### src/rtl/bnn_pkg.sv
// Shared types and elaboration-time helpers for the binary-neural-network layer engine.
package bnn_pkg;

  typedef enum logic [1:0] {
    ST_IDLE    = 2'd0,
    ST_COMPUTE = 2'd1,
    ST_HOLD    = 2'd2
  } state_t;

  localparam int DEF_IN_W        = 8;
  localparam int DEF_NUM_NEURONS = 8;
  localparam int DEF_LOAD_W      = 4;

  function automatic int clog2(input int value);
    int result;
    result = 0;
    for (int i = 0; i < 31; i++) begin
      if ((32'd1 << i) < value) begin
        result = i + 1;
      end
    end
    return result;
  endfunction

  function automatic int ceil_div(input int num, input int den);
    return (num + den - 1) / den;
  endfunction

  // Index and counter registers need at least one bit even when the range collapses.
  function automatic int at_least_one(input int value);
    return (value < 1) ? 1 : value;
  endfunction

endpackage

### src/rtl/bnn_xnor_popcount.sv
// Single binary neuron: XNOR the activation vector with the weights, count the
// agreeing bits and compare the count against the neuron's threshold.
module bnn_xnor_popcount
  import bnn_pkg::*;
#(
  parameter int IN_W  = DEF_IN_W,
  parameter int CNT_W = clog2(IN_W + 1)
) (
  input  logic [IN_W-1:0]  i_vec,
  input  logic [IN_W-1:0]  i_weight,
  input  logic [CNT_W-1:0] i_thr,
  output logic             o_fire,
  output logic [CNT_W-1:0] o_sum
);

  logic [IN_W-1:0]  w_match;
  logic [CNT_W-1:0] w_sum;

  assign w_match = ~(i_vec ^ i_weight);

  // Population count of the matching bits; CNT_W holds 0..IN_W exactly.
  always_comb begin
    w_sum = '0;
    for (int i = 0; i < IN_W; i++) begin
      w_sum = w_sum + {{(CNT_W-1){1'b0}}, w_match[i]};
    end
  end

  assign o_sum  = w_sum;
  assign o_fire = (w_sum >= i_thr);

endmodule

### src/rtl/bnn_layer_engine.sv
// Time-multiplexed BNN layer: one neuron per clock through a shared XNOR-popcount
// unit, with per-neuron weights and thresholds loaded over a narrow beat bus.
module bnn_layer_engine
  import bnn_pkg::*;
#(
  parameter int IN_W        = DEF_IN_W,
  parameter int NUM_NEURONS = DEF_NUM_NEURONS,
  parameter int LOAD_W      = DEF_LOAD_W
) (
  input  logic                   clk,
  input  logic                   reset,
  input  logic                   in_valid,
  output logic                   in_ready,
  input  logic [IN_W-1:0]        in_data,
  output logic                   out_valid,
  input  logic                   out_ready,
  output logic [NUM_NEURONS-1:0] out_data,
  input  logic                   load_valid,
  output logic                   load_ready,
  input  logic [LOAD_W-1:0]      load_data,
  input  logic                   load_sync,
  output logic                   busy
);

  localparam int CNT_W  = clog2(IN_W + 1);
  localparam int REC_W  = IN_W + CNT_W;
  localparam int BEATS  = ceil_div(REC_W, LOAD_W);
  localparam int BUF_W  = BEATS * LOAD_W;
  localparam int IDX_W  = at_least_one(clog2(NUM_NEURONS));
  localparam int BEAT_W = at_least_one(clog2(BEATS));
  localparam logic [CNT_W-1:0] THR_RESET = CNT_W'(IN_W / 2);

  state_t                 r_state;
  logic [IDX_W-1:0]       r_idx;
  logic [IDX_W-1:0]       r_ptr;
  logic [BEAT_W-1:0]      r_beat;
  logic [BUF_W-1:0]       r_buf;
  logic [IN_W-1:0]        r_in;
  logic [NUM_NEURONS-1:0] r_out;
  logic                   r_out_valid;
  logic                   r_busy;
  logic [IN_W-1:0]        r_weight [NUM_NEURONS];
  logic [CNT_W-1:0]       r_thr    [NUM_NEURONS];

  logic             w_idle;
  logic             w_load_ready;
  logic             w_in_ready;
  logic             w_in_fire;
  logic             w_beat_take;
  logic             w_sync_take;
  logic             w_last_beat;
  logic             w_commit;
  logic [BUF_W-1:0] w_buf;
  logic             w_fire;
  logic [CNT_W-1:0] w_sum_unused;

  // Loading owns the engine while it is idle, so a pending beat or sync blocks input.
  assign w_idle       = (r_state == ST_IDLE);
  assign w_load_ready = w_idle && !reset;
  assign w_in_ready   = w_load_ready && !load_valid && !load_sync;
  assign w_in_fire    = in_valid && w_in_ready;
  assign w_sync_take  = load_sync && w_load_ready;
  assign w_beat_take  = load_valid && w_load_ready && !load_sync;
  assign w_last_beat  = (r_beat == BEAT_W'(BEATS - 1));
  assign w_commit     = w_beat_take && w_last_beat;

  // Record as it will look once the current beat is merged in.
  always_comb begin
    w_buf = r_buf;
    for (int b = 0; b < BEATS; b++) begin
      if (r_beat == BEAT_W'(b)) begin
        w_buf[b*LOAD_W +: LOAD_W] = load_data;
      end else begin
        w_buf[b*LOAD_W +: LOAD_W] = r_buf[b*LOAD_W +: LOAD_W];
      end
    end
  end

  bnn_xnor_popcount #(
    .IN_W  (IN_W),
    .CNT_W (CNT_W)
  ) u_neuron (
    .i_vec    (r_in),
    .i_weight (r_weight[r_idx]),
    .i_thr    (r_thr[r_idx]),
    .o_fire   (w_fire),
    .o_sum    (w_sum_unused)
  );

  // Control FSM with registered result, valid and busy.
  always_ff @(posedge clk or posedge reset) begin
    if (reset) begin
      r_state     <= ST_IDLE;
      r_idx       <= '0;
      r_in        <= '0;
      r_out       <= '0;
      r_out_valid <= 1'b0;
      r_busy      <= 1'b0;
    end else begin
      case (r_state)
        ST_IDLE: begin
          if (w_in_fire) begin
            r_in    <= in_data;
            r_out   <= '0;
            r_idx   <= '0;
            r_busy  <= 1'b1;
            r_state <= ST_COMPUTE;
          end
        end
        ST_COMPUTE: begin
          r_out[r_idx] <= w_fire;
          if (r_idx == IDX_W'(NUM_NEURONS - 1)) begin
            r_out_valid <= 1'b1;
            r_state     <= ST_HOLD;
          end else begin
            r_idx <= r_idx + IDX_W'(1);
          end
        end
        ST_HOLD: begin
          if (out_ready) begin
            r_out_valid <= 1'b0;
            r_busy      <= 1'b0;
            r_state     <= ST_IDLE;
          end
        end
        default: begin
          r_out_valid <= 1'b0;
          r_busy      <= 1'b0;
          r_state     <= ST_IDLE;
        end
      endcase
    end
  end

  // Beat assembly and load pointer; sync wins over a same-cycle beat.
  always_ff @(posedge clk or posedge reset) begin
    if (reset) begin
      r_ptr  <= '0;
      r_beat <= '0;
      r_buf  <= '0;
    end else if (w_sync_take) begin
      r_ptr  <= '0;
      r_beat <= '0;
    end else if (w_beat_take) begin
      r_buf <= w_buf;
      if (w_last_beat) begin
        r_beat <= '0;
        if (r_ptr == IDX_W'(NUM_NEURONS - 1)) begin
          r_ptr <= '0;
        end else begin
          r_ptr <= r_ptr + IDX_W'(1);
        end
      end else begin
        r_beat <= r_beat + BEAT_W'(1);
      end
    end
  end

  // Weight and threshold storage; only a completed record is ever written.
  always_ff @(posedge clk or posedge reset) begin
    if (reset) begin
      for (int n = 0; n < NUM_NEURONS; n++) begin
        r_weight[n] <= '1;
        r_thr[n]    <= THR_RESET;
      end
    end else if (w_commit) begin
      r_weight[r_ptr] <= w_buf[IN_W-1:0];
      r_thr[r_ptr]    <= w_buf[REC_W-1:IN_W];
    end
  end

  assign in_ready   = w_in_ready;
  assign load_ready = w_load_ready;
  assign out_valid  = r_out_valid;
  assign out_data   = r_out;
  assign busy       = r_busy;

endmodule
### config.mk
export PLATFORM = sky130hd
export DESIGN_NAME = bnn_layer_engine
export DESIGN_NICKNAME = d
export VERILOG_FILES = /design/src/rtl/bnn_pkg.sv /design/src/rtl/bnn_xnor_popcount.sv /design/src/rtl/bnn_layer_engine.sv
export SDC_FILE = /design/constraint.sdc
export NUM_CORES = 1
export LEC_CHECK = 0
export ABC_CLOCK_PERIOD_IN_PS = 7500
export BUFFER_PORTS_ARGS = -buffer_cell sky130_fd_sc_hd__clkbuf_2
export CAP_MARGIN = 5
export CORE_ASPECT_RATIO = 0.8
export CORE_MARGIN = 1
export CORE_UTILIZATION = 25
export CTS_CLUSTER_DIAMETER = 80
export CTS_CLUSTER_SIZE = 25
export DETAILED_ROUTE_END_ITERATION = 10
export PLACE_DENSITY_LB_ADDON = 0.08
export SLEW_MARGIN = 20
export SYNTH_ARGS = -nofsm -noshare
export SYNTH_HDL_FRONTEND = slang
export SYNTH_SLANG_ARGS = --single-unit
### constraint.sdc
create_clock -name clk -period 7.5 [get_ports clk]
set_clock_uncertainty 0.15 [all_clocks]
set_input_delay 0.375 -clock clk [delete_from_list [all_inputs] [get_ports clk]]
set_output_delay 0.375 -clock clk [all_outputs]
set_load 0.05 [all_outputs]
**Word-level counts from Yosys, hierarchy flattened**

Cells that the tools add are included.
Widths: inputs -> output; s select.

- Bits of input ports: 18
- Register bits: 136

- Eq/ne operators: 10
- Bitwise logic cells: 7
- Multiplexer cells: 39
- Add/sub/neg operators: 10
- Reduce and logical (&&, ||, !) cells: 26
- Order comparisons: 6

Operators with widths:

| operator | number |
|---|---|
| $bwmux 64 | 1 |
| $bwmux 32 | 1 |
| $mux 8 | 4 |
| $add 4x1->4 | 6 |
| $bmux 8 s3 | 1 |
| $demux 8 s3 | 1 |
| $mux 4 | 6 |
| $mux 3 | 6 |
| $pmux 8 s2 | 1 |
| $bmux 4 s3 | 1 |
| $demux 4 s3 | 1 |
| $mux 2 | 6 |
| $reduce_and 3->1 | 4 |
| $logic_and 1x1->1 | 10 |
| $bwmux 8 | 1 |
| $ge 4x4->1 const B | 2 |
| $not 3->4 | 2 |
| $not 8->8 | 1 |
| $reduce_and 2->1 | 4 |
| $xor 8x8->8 | 1 |
| $add 3x1->3 const B | 2 |
| $eq 3x3->1 const B | 2 |
| $ne 2x2->1 const B | 3 |
| $pmux 1 s3 | 2 |
| other kinds (17) | 29 |

**Longest topological paths before layout**

Gate-level depths: netlist of run 1.

- Word-level depth: 16
- Depth in mapped cells: 19
- Gate-level depth less buffers: 17

**Hierarchy**

A second synthesis of run 1 with hierarchy kept.

- Cell total of the unflattened synthesis: 523
- Area, all modules: 6814.0 um2

By module, submodules not included:

| module | sequential area each (um2) | cells each | area each (um2) | instances |
|---|---|---|---|---|
| bnn_layer_engine | 3493.4 | 485 | 6480.0 | 1 |
| bnn_xnor_popcount | 0.0 | 38 | 334.1 | 1 |

**Worst setup path after synthesis of run 1**

No wires, ideal clock.

- Path type: reg-to-reg
- From: register r_idx[0]
- To: register r_out[0], in the netlist out_data[0]
- Setup time: 0.129 ns
- Setup slack: 2.951 ns
- Arrival: 4.270 ns
- Buffers on the path: 2
- Period minus slack after synthesis: 4.549 ns
- Stages on the path, launching flop included: 20
- Cells stage by stage: dfrtp_1 -> buf_2 -> buf_2 -> mux2i_1 -> a22oi_1 -> nand2_1 -> xor2_1 -> ha_1 -> inv_1 -> fa_1 -> fa_1 -> inv_1 -> fa_1 -> inv_1 -> fa_1 -> inv_1 -> ha_1 -> a21oi_1 -> o21a_1 -> o21ai_0

- Word-level cells in the longest chain between the ends: 16

Ends and longest elaborated chain:

| item | line | source |
|---|---|---|
| start: declaration | bnn_layer_engine.sv:34 | `logic [IDX_W-1:0] r_idx;` |
| start signal: assignment | bnn_layer_engine.sv:116 | `r_idx <= r_idx + IDX_W'(1);` |
| $not 3->4 (not written as such) | bnn_layer_engine.sv:84, bnn_layer_engine.sv:85 |  |
| $bmux 8 s3 | bnn_layer_engine.sv:84 | `.i_weight (r_weight[r_idx]),` |
| $mux 8 (not written as such) (2 in a row) | bnn_layer_engine.sv:84 |  |
| $xor 8x8->8 | bnn_xnor_popcount.sv:19 | `assign w_match = ~(i_vec ^ i_weight);` |
| $not 8->8 | bnn_xnor_popcount.sv:19 |  |
| $add 1x1->2 | bnn_xnor_popcount.sv:25 | `w_sum = w_sum + {{(CNT_W-1){1'b0}}, w_match[i]};` |
| $add 4x1->4 (6 in a row) | bnn_xnor_popcount.sv:25 |  |
| $ge 4x4->1 | bnn_xnor_popcount.sv:30 | `assign o_fire = (w_sum >= i_thr);` |
| $bwmux 8 (*) | bnn_layer_engine.sv:111 | `r_out[r_idx] <= w_fire;` |
| $pmux 8 s2 (*) | bnn_layer_engine.sv:100 | `case (r_state)` |
| end signal: indexed assignment | bnn_layer_engine.sv:111 |  |
| end: declaration | bnn_layer_engine.sv:39 | `logic [NUM_NEURONS-1:0] r_out;` |

Mark *: on every way between the ends. The rest lies on a longest branch, timed or not. The select of a mux whose other input is x is not followed.
A chain may end at the register's enable or synchronous reset.

**Worst setup path after layout of run 1**

- From: register r_idx[1]
- To: register r_out[4], in the netlist out_data[4]

Same word-level chain as after synthesis.

==> results of run 1 <==
layout make-up:
type | instances | area [um^2] | area share, %
antenna | 1 | 2.502 | 0.03342
clock buffer | 22 | 474.2 | 6.333
clock inverter | 10 | 91.34 | 1.220
inverter | 9 | 36.28 | 0.4845
multi-input combinational | 414 | 2764 | 36.91
sequential | 136 | 3495 | 46.67
tap | 351 | 439.2 | 5.865
timing repair buffer | 34 | 186.4 | 2.490
power breakdown:
part	total (W)	internal [W]	leakage, nW	switching (W)
combinational	0.00162	0.000658	1.41	0.000960
sequential	0.00100	0.000861	1.55	0.000140
clock	0.000810	0.000484	0.278	0.000326
total	0.00343	0.00200	3.24	0.00143
Yosys cell counts, types with 4 or more instances:
cell type  number
nand2_1        85
dfstp_2        72
o21ai_0        68
dfrtp_1        64
nor2_1         53
a21oi_1        50
mux2i_1        47
buf_2          23
a22oi_1        16
nand3_1        12
ha_1           11
inv_1           9
nor2b_1         9
clkbuf_1        8
mux4_2          8
mux2_4          7
a22o_1          5
xnor2_1         5
fa_1            4
nand4b_4        4
o21ai_1         4
xor2_1          4
sequential cells by signal (all words and copies together), names as in the netlist:
register	flops
r_idx	3
r_beat	2
out_data	8
r_thr	32
out_valid	1
busy	1
r_weight	64
r_buf	12
r_in	8
r_ptr	3
r_state	2
kinds of logic after synthesis:
kind of cell             after synthesis  synth area share, %
multiplexers                          65                12.15
AO/OA/AOI/OAI                        146                12.32
XOR/XNOR                               9                1.213
flip-flops                           136                53.75
adder cells (fa/ha/maj)               15                3.350
AND/OR/NAND/NOR                      179                13.40
buffers and inverters                 47                3.812
per-stage QoR:
step	cell area [um^2]	std cells	util (%)
floorplan	6499	597	-
global placement	6910	944	27.16
detailed placement	6910	944	27.16
CTS	7476	976	29.39
global route	7486	976	29.43
finish	7488	977	29.44
layer usage:
| layer | wire [um] | vias to the layer above |
|---|---|---|
| li1 | - | 2096 |
| met5 | 0 | - |
| met2 | 6555 | 87 |
| met1 | 9425 | 2134 |
| met3 | 800 | 10 |
| met4 | 163 | 0 |
worst max-delay path: stages (launching register included):
cell     delay, ps
dfrtp_1        700
nor2b_1        790
a22oi_1        150
nand2_1        160
xor2_1          80
ha_1           270
inv_1           50
fa_1           500
fa_1           550
inv_1           50
fa_1           430
inv_1           80
fa_1           410
inv_1           70
ha_1           220
a21oi_1        130
o21a_1         240
o21ai_0        130
final timing paths:
path,start,to,slack [ps]
max,r_idx[1]$_DFFE_PP0P_,out_data[4]$_DFFE_PP0P_,2220
min,reset,r_ptr[1]$_DFFE_PP0P_,-20
max reg2reg,r_idx[1]$_DFFE_PP0P_,out_data[4]$_DFFE_PP0P_,2220
min reg2reg,r_weight[28]$_DFFE_PP1P_,r_weight[28]$_DFFE_PP1P_,320
max in group asynchronous,reset,r_thr[29]$_DFFE_PP0P_,6010
min in group clk,in_data[0],r_in[0]$_DFFE_PP0P_,40
==> results.toml, run 1 <==
[timing]
holdWs_ps = -19.85
slew_headroom_pct = 27.85
finalWorstSetupSlack_ps = 2221
clock.fmax_mhz = 189.4
min_period_ps = 5279
tightest_slew_ps = 1052
setup_violations = 0
fin_setup_tns_ps = 0
drv_slew = 0
min_period_over_period_pct = 70.38
rsz0062_at_grt = "false"
hold_violations = 9

[global_route]
grt_first_pass_wirelength_um = 26450
grt_most_used_layer = "met1"
globalRouteTotalUtil_pct = 13.55
overflow = 0
antenna_found_initial = 0
grt_use_met3_pct = 3.243
grtUsageMet2_pct = 17.53
use_met1_pct = 21.51
grt_start_max_net_pins = 81
grt_pass1_vias = 4279

[route]
drtAntennaViolNets = 0
first_pass_iters = 4
wl_per_cell_um = 17.34
vias = 4327
vias_per_cell = 4.429
totalWireLength_um = 16940
route.detailed.drc = 0
drtIter0Drc = 204

[logic_synthesis]
synth_cell_types = 41
ys_ff_latch = 136
syn_inst = 597
syn_area_per_cell_um2 = 10.89
synth_area_um2 = 6499
synthTopCellsByArea = "dfstp_2, dfrtp_1, mux2i_1"
synth_fp_nets = 630
ys_warn_count = 0
yosysTopAreaCellShare_pct = 29.11
synth_top_area_cell = "dfstp_2"
synth_enable_flop_cells = 0
ys.flop_type = "dfstp_2"
synth_async_sr_flop_share_pct = 100.0
ys_seq_area_share_pct = 53.75

[clock_network]
cts_tree = "built"
cts_hold_buf = 0
clockRootBuffer = "clkbuf_16"
cts_setup_buffers = 0
clock_path_buffers = 2
cts-buffers-inserted = 17
clock_sinks = 136
insertion_delay_ps = 420
post_cts_resized = 0
clk_pin_slew_ps = 70
htree_levels = 4

[layout]
final_cell_mix = "nand2_1, dfstp_2, o21ai_0"
n_fill_cell = 2680
layout_commonest_cell = "nand2_1"
areaGrowthSynthToFinish_pct = 15.23
nets = 645
drive_gt1_share_pct = 26.56

[floorplan]
fp-row-count = 52
die_w_um = 182.3
start_util_pct = 25.55
die_area_um2 = 26650
core_um2 = 25440
die_h_um = 146.2
pin_count = 30

[worst_setup_path]
cp.required_ps = 7640
reg2reg_depth = 17
crit_path_end_kind = "register"
arrival_ps = 5420
worstSetupPathType = "register to register"
start_kind = "register"
path_max_fanout = 14

[worst_hold_path]
hp-class = "primary input to async pin"

[power]
leakagePower_nw = 3.238
finalPower_w = 0.003429
power.density_nw_per_um2 = 457.8
ir_drop_uv = 346.7

[place]
pre_cts_slack_ps = 2167
hpwl_um = 11250
globalplace.congestion = 0.7155
io_buffer_count = 29

[outcome]
violations = "negative hold slack"
status = "complete, but fails checks"

[job]
drv_cap = 0
(Power assumes the default switching activity.)
==> inputs of run 2 (changes only) <==
--- a/config.mk
+++ b/config.mk
@@ -5,7 +5,8 @@
 export SDC_FILE = /design/constraint.sdc
 export NUM_CORES = 1
 export LEC_CHECK = 0
-export ABC_CLOCK_PERIOD_IN_PS = 7500
+export ABC_AREA = 1
+export ABC_CLOCK_PERIOD_IN_PS = 4300
 export BUFFER_PORTS_ARGS = -buffer_cell sky130_fd_sc_hd__clkbuf_2
 export CAP_MARGIN = 5
 export CORE_ASPECT_RATIO = 0.8
==> constraint.sdc (replaced) <==
create_clock -name clk -period 4.3 [get_ports clk]
set_clock_uncertainty 0.15 [all_clocks]
set_input_delay 0.215 -clock clk [delete_from_list [all_inputs] [get_ports clk]]
set_output_delay 0.215 -clock clk [all_outputs]
set_load 0.05 [all_outputs]
==> run 2 against run 1 <==
The flow now finishes without violations. Die area is 10% higher. Global-route usage increased by 3.7 points. Sequential share of layout area is 7.1 points lower. Routed wire length increased by 39%. Combinational power up 150%. Hold slack improved by 50 ps. Critical path depth is 4 higher. Total power grew 110%. Clock-buffer cell count fell by 3.
==> results.toml, run 2 <==
[logic_synthesis]
yosysMostFrequentCell = "nand2_1"
syn_inst = 952
ys_ff_latch = 136
synthTopCellsByArea = "dfstp_2, dfrtp_1, nand2_1"
synth_enable_flop_cells = 0
synth_area_um2 = 7154
synth_fp_nets = 985
syn_area_per_cell_um2 = 7.515
yosysTopAreaCellShare_pct = 26.44
ys_warn_count = 0
synth_async_sr_flop_share_pct = 100.0
ys_seq_area_share_pct = 48.83
synth_cell_types = 28
synth_top_area_cell = "dfstp_2"
ys.flop_type = "dfstp_2"
ys_top_cells_by_count = "nand2_1, nand3_1, inv_1"

[timing]
drv_slew = 0
min_period_over_period_pct = 99.92
hold_violations = 0
fin_setup_tns_ps = 0
tightest_slew_ps = 1064
min_period_ps = 4297
setup_violations = 0
slew_headroom_pct = 28.56
clock.fmax_mhz = 232.7
rsz0062_at_grt = "true"

[clock_network]
insertion_delay_ps = 430
clock_sinks = 136
clock_path_buffers = 2
clockRootBuffer = "clkbuf_16"
cts-buffers-inserted = 17
clk_pin_slew_ps = 70
htree_levels = 4
cts_tree = "built"

[floorplan]
die_w_um = 191.1
die_h_um = 153.3
core_um2 = 27700
fp-row-count = 54
pin_count = 30
die_area_um2 = 29300
start_util_pct = 25.83

[global_route]
overflow = 0
grt_pass1_vias = 6150
globalRouteTotalUtil_pct = 17.23
grt_start_max_net_pins = 137
antenna_found_initial = 0
grt_first_pass_wirelength_um = 37450

[layout]
final_cells = 1396
drive_gt1_share_pct = 23.06
nets = 1052
largest-register = "r_weight"
final_cell_mix = "nand2_1, nand3_1, inv_1"
areaGrowthSynthToFinish_pct = 23.56
diodes = 0
layout_commonest_cell = "nand2_1"
biggestRegsByFlops = "r_weight (64), r_thr (32), r_buf (12)"
largest_register_ffs = 64

[route]
vias = 6153
vias_per_cell = 4.408
drtIter0Drc = 366
drtAntennaViolNets = 0
route.detailed.drc = 0
wl_per_cell_um = 16.82
first_pass_iters = 4
totalWireLength_um = 23480

[power]
power.internal_w = 0.004045
p_switching_w = 0.003272
switching_share_pct = 44.71
sequentialPowerShare_pct = 22.2
leakagePower_nw = 4.464
power.density_nw_per_um2 = 827.7
clockPowerShare_pct = 23.2
finalPower_w = 0.007317
ir_drop_uv = 887.6
pwr-share-comb_pct = 54.6

[place]
placed_cells = 1351
globalplace.congestion = 0.7644
io_buffer_count = 29
hpwl_um = 16100

[worst_setup_path]
crit_path_end_kind = "register"
arrival_ps = 4520
cp.required_ps = 4520
worstSetupPathType = "register to register"
start_kind = "register"
path_max_fanout = 8

[job]
drv_cap = 0

[worst_hold_path]
hp-class = "primary input to register"

[outcome]
status = "finished, final reports clean"
run 2: cell types whose count changed in the layout (fill, tap and decap cells not counted), moves of 45 or more:
cell,before,now
inv_1,8,80
mux2i_1,47,0
nand3_1,11,134
nand2_1,85,383
a21oi_1,50,1
o21ai_0,68,23
run 2: power by group through the flow:
stage | logic, W | clock network (W) | registers, W
5_1_grt | 0.00451 | 0.00180 | 0.00165
2_1_floorplan | 0.00227 | 0 | 0.00175
3_5_place_dp | 0.00361 | 0 | 0.00165
4_1_cts | 0.00406 | 0.00175 | 0.00162
3_3_place_gp | 0.00357 | 0 | 0.00165
6_report | 0.00400 | 0.00170 | 0.00163
run 2: layout make-up:
cell class | instances | area, um^2
Fill cell | 3039 | 18860
Sequential cell | 136 | 3497
Multi-Input combinational cell | 682 | 3186
Timing Repair Buffer | 92 | 690.7
Tap cell | 364 | 455.4
Clock buffer | 19 | 452.9
Inverter | 90 | 342.8
Clock inverter | 13 | 215.2
run 2: per-layer routing:
layer	vias up	GRT usage, %	routed length, um
met3	16	3.169	499
met5	-	0	0
met2	61	25.28	10140
met4	0	4.384	232
met1	2947	25.70	12610
li1	3129	-	-
run 2: repair_timing:
| action | CTS | global route |
|---|---|---|
| endpoints found under the setup margin | 8 | 8 |
| hold buffers | 10 | 0 |
| gates cloned | 0 | 0 |
| endpoints found under the hold margin | 62 | 0 |
| buffers inserted | 3 | 0 |
| pin swaps | 29 | 2 |
| gates resized for setup | 31 | 6 |
run 2: critical path, stage by stage, from the launching register on:
cell	delay [ps]
dfrtp_2	430
buf_6	140
o211ai_1	210
nand2_1	110
o21ai_1	140
nand2_1	70
ha_1	280
inv_2	40
fa_1	510
fa_1	420
inv_2	70
fa_2	220
inv_2	40
fa_1	560
inv_2	50
ha_4	260
inv_2	20
o21bai_1	120
nand3_1	130
nand3_4	140
nand2_1	70
nand2_1	50
run 2: path summary, 6_finish.rpt:
check | end | slack, ps | depth (start not counted) | start
worst min-delay path | r_beat[1]$_DFFE_PP0P_ | 30 | 4 | load_sync
max in group asynchronous | r_idx[2]$_DFFE_PP0P_ | 2880 | 4 | reset
min in group asynchronous | r_in[0]$_DFFE_PP0P_ | 440 | 4 | reset
worst max register to register | out_data[5]$_DFFE_PP0P_ | 3 | 21 | r_idx[0]$_DFFE_PP0P_
worst min register to register | r_weight[62]$_DFFE_PP1P_ | 310 | 2 | r_weight[62]$_DFFE_PP1P_
worst max-delay path | out_data[5]$_DFFE_PP0P_ | 3 | 21 | r_idx[0]$_DFFE_PP0P_
run 2: cells by family after synthesis:
kind of cell / count (synthesis) / share of synthesized area [%]
and+or+nand+nor: 611 / 35.59
buffers and inverters: 134 / 8.185
DFF: 136 / 48.83
xor gates and xnor gates: 1 / 0.1224
adders and majority gates: 15 / 3.043
AOI/OAI and AO/OA: 55 / 4.232
run 2: metrics by stage:
stage          worst slack (ps)  hold WS (ps)  util [%]  instance area (um^2)
2_1_floorplan             55.63         174.6         -                  7197
3_3_place_gp             -156.5         272.7     28.62                  7929
3_5_place_dp             -222.7         269.1     28.64                  7933
4_1_cts                  -34.53         4.043     31.84                  8820
5_1_grt                  -253.8         25.33     31.91                  8840
6_report                  3.348         30.18     31.91                  8840
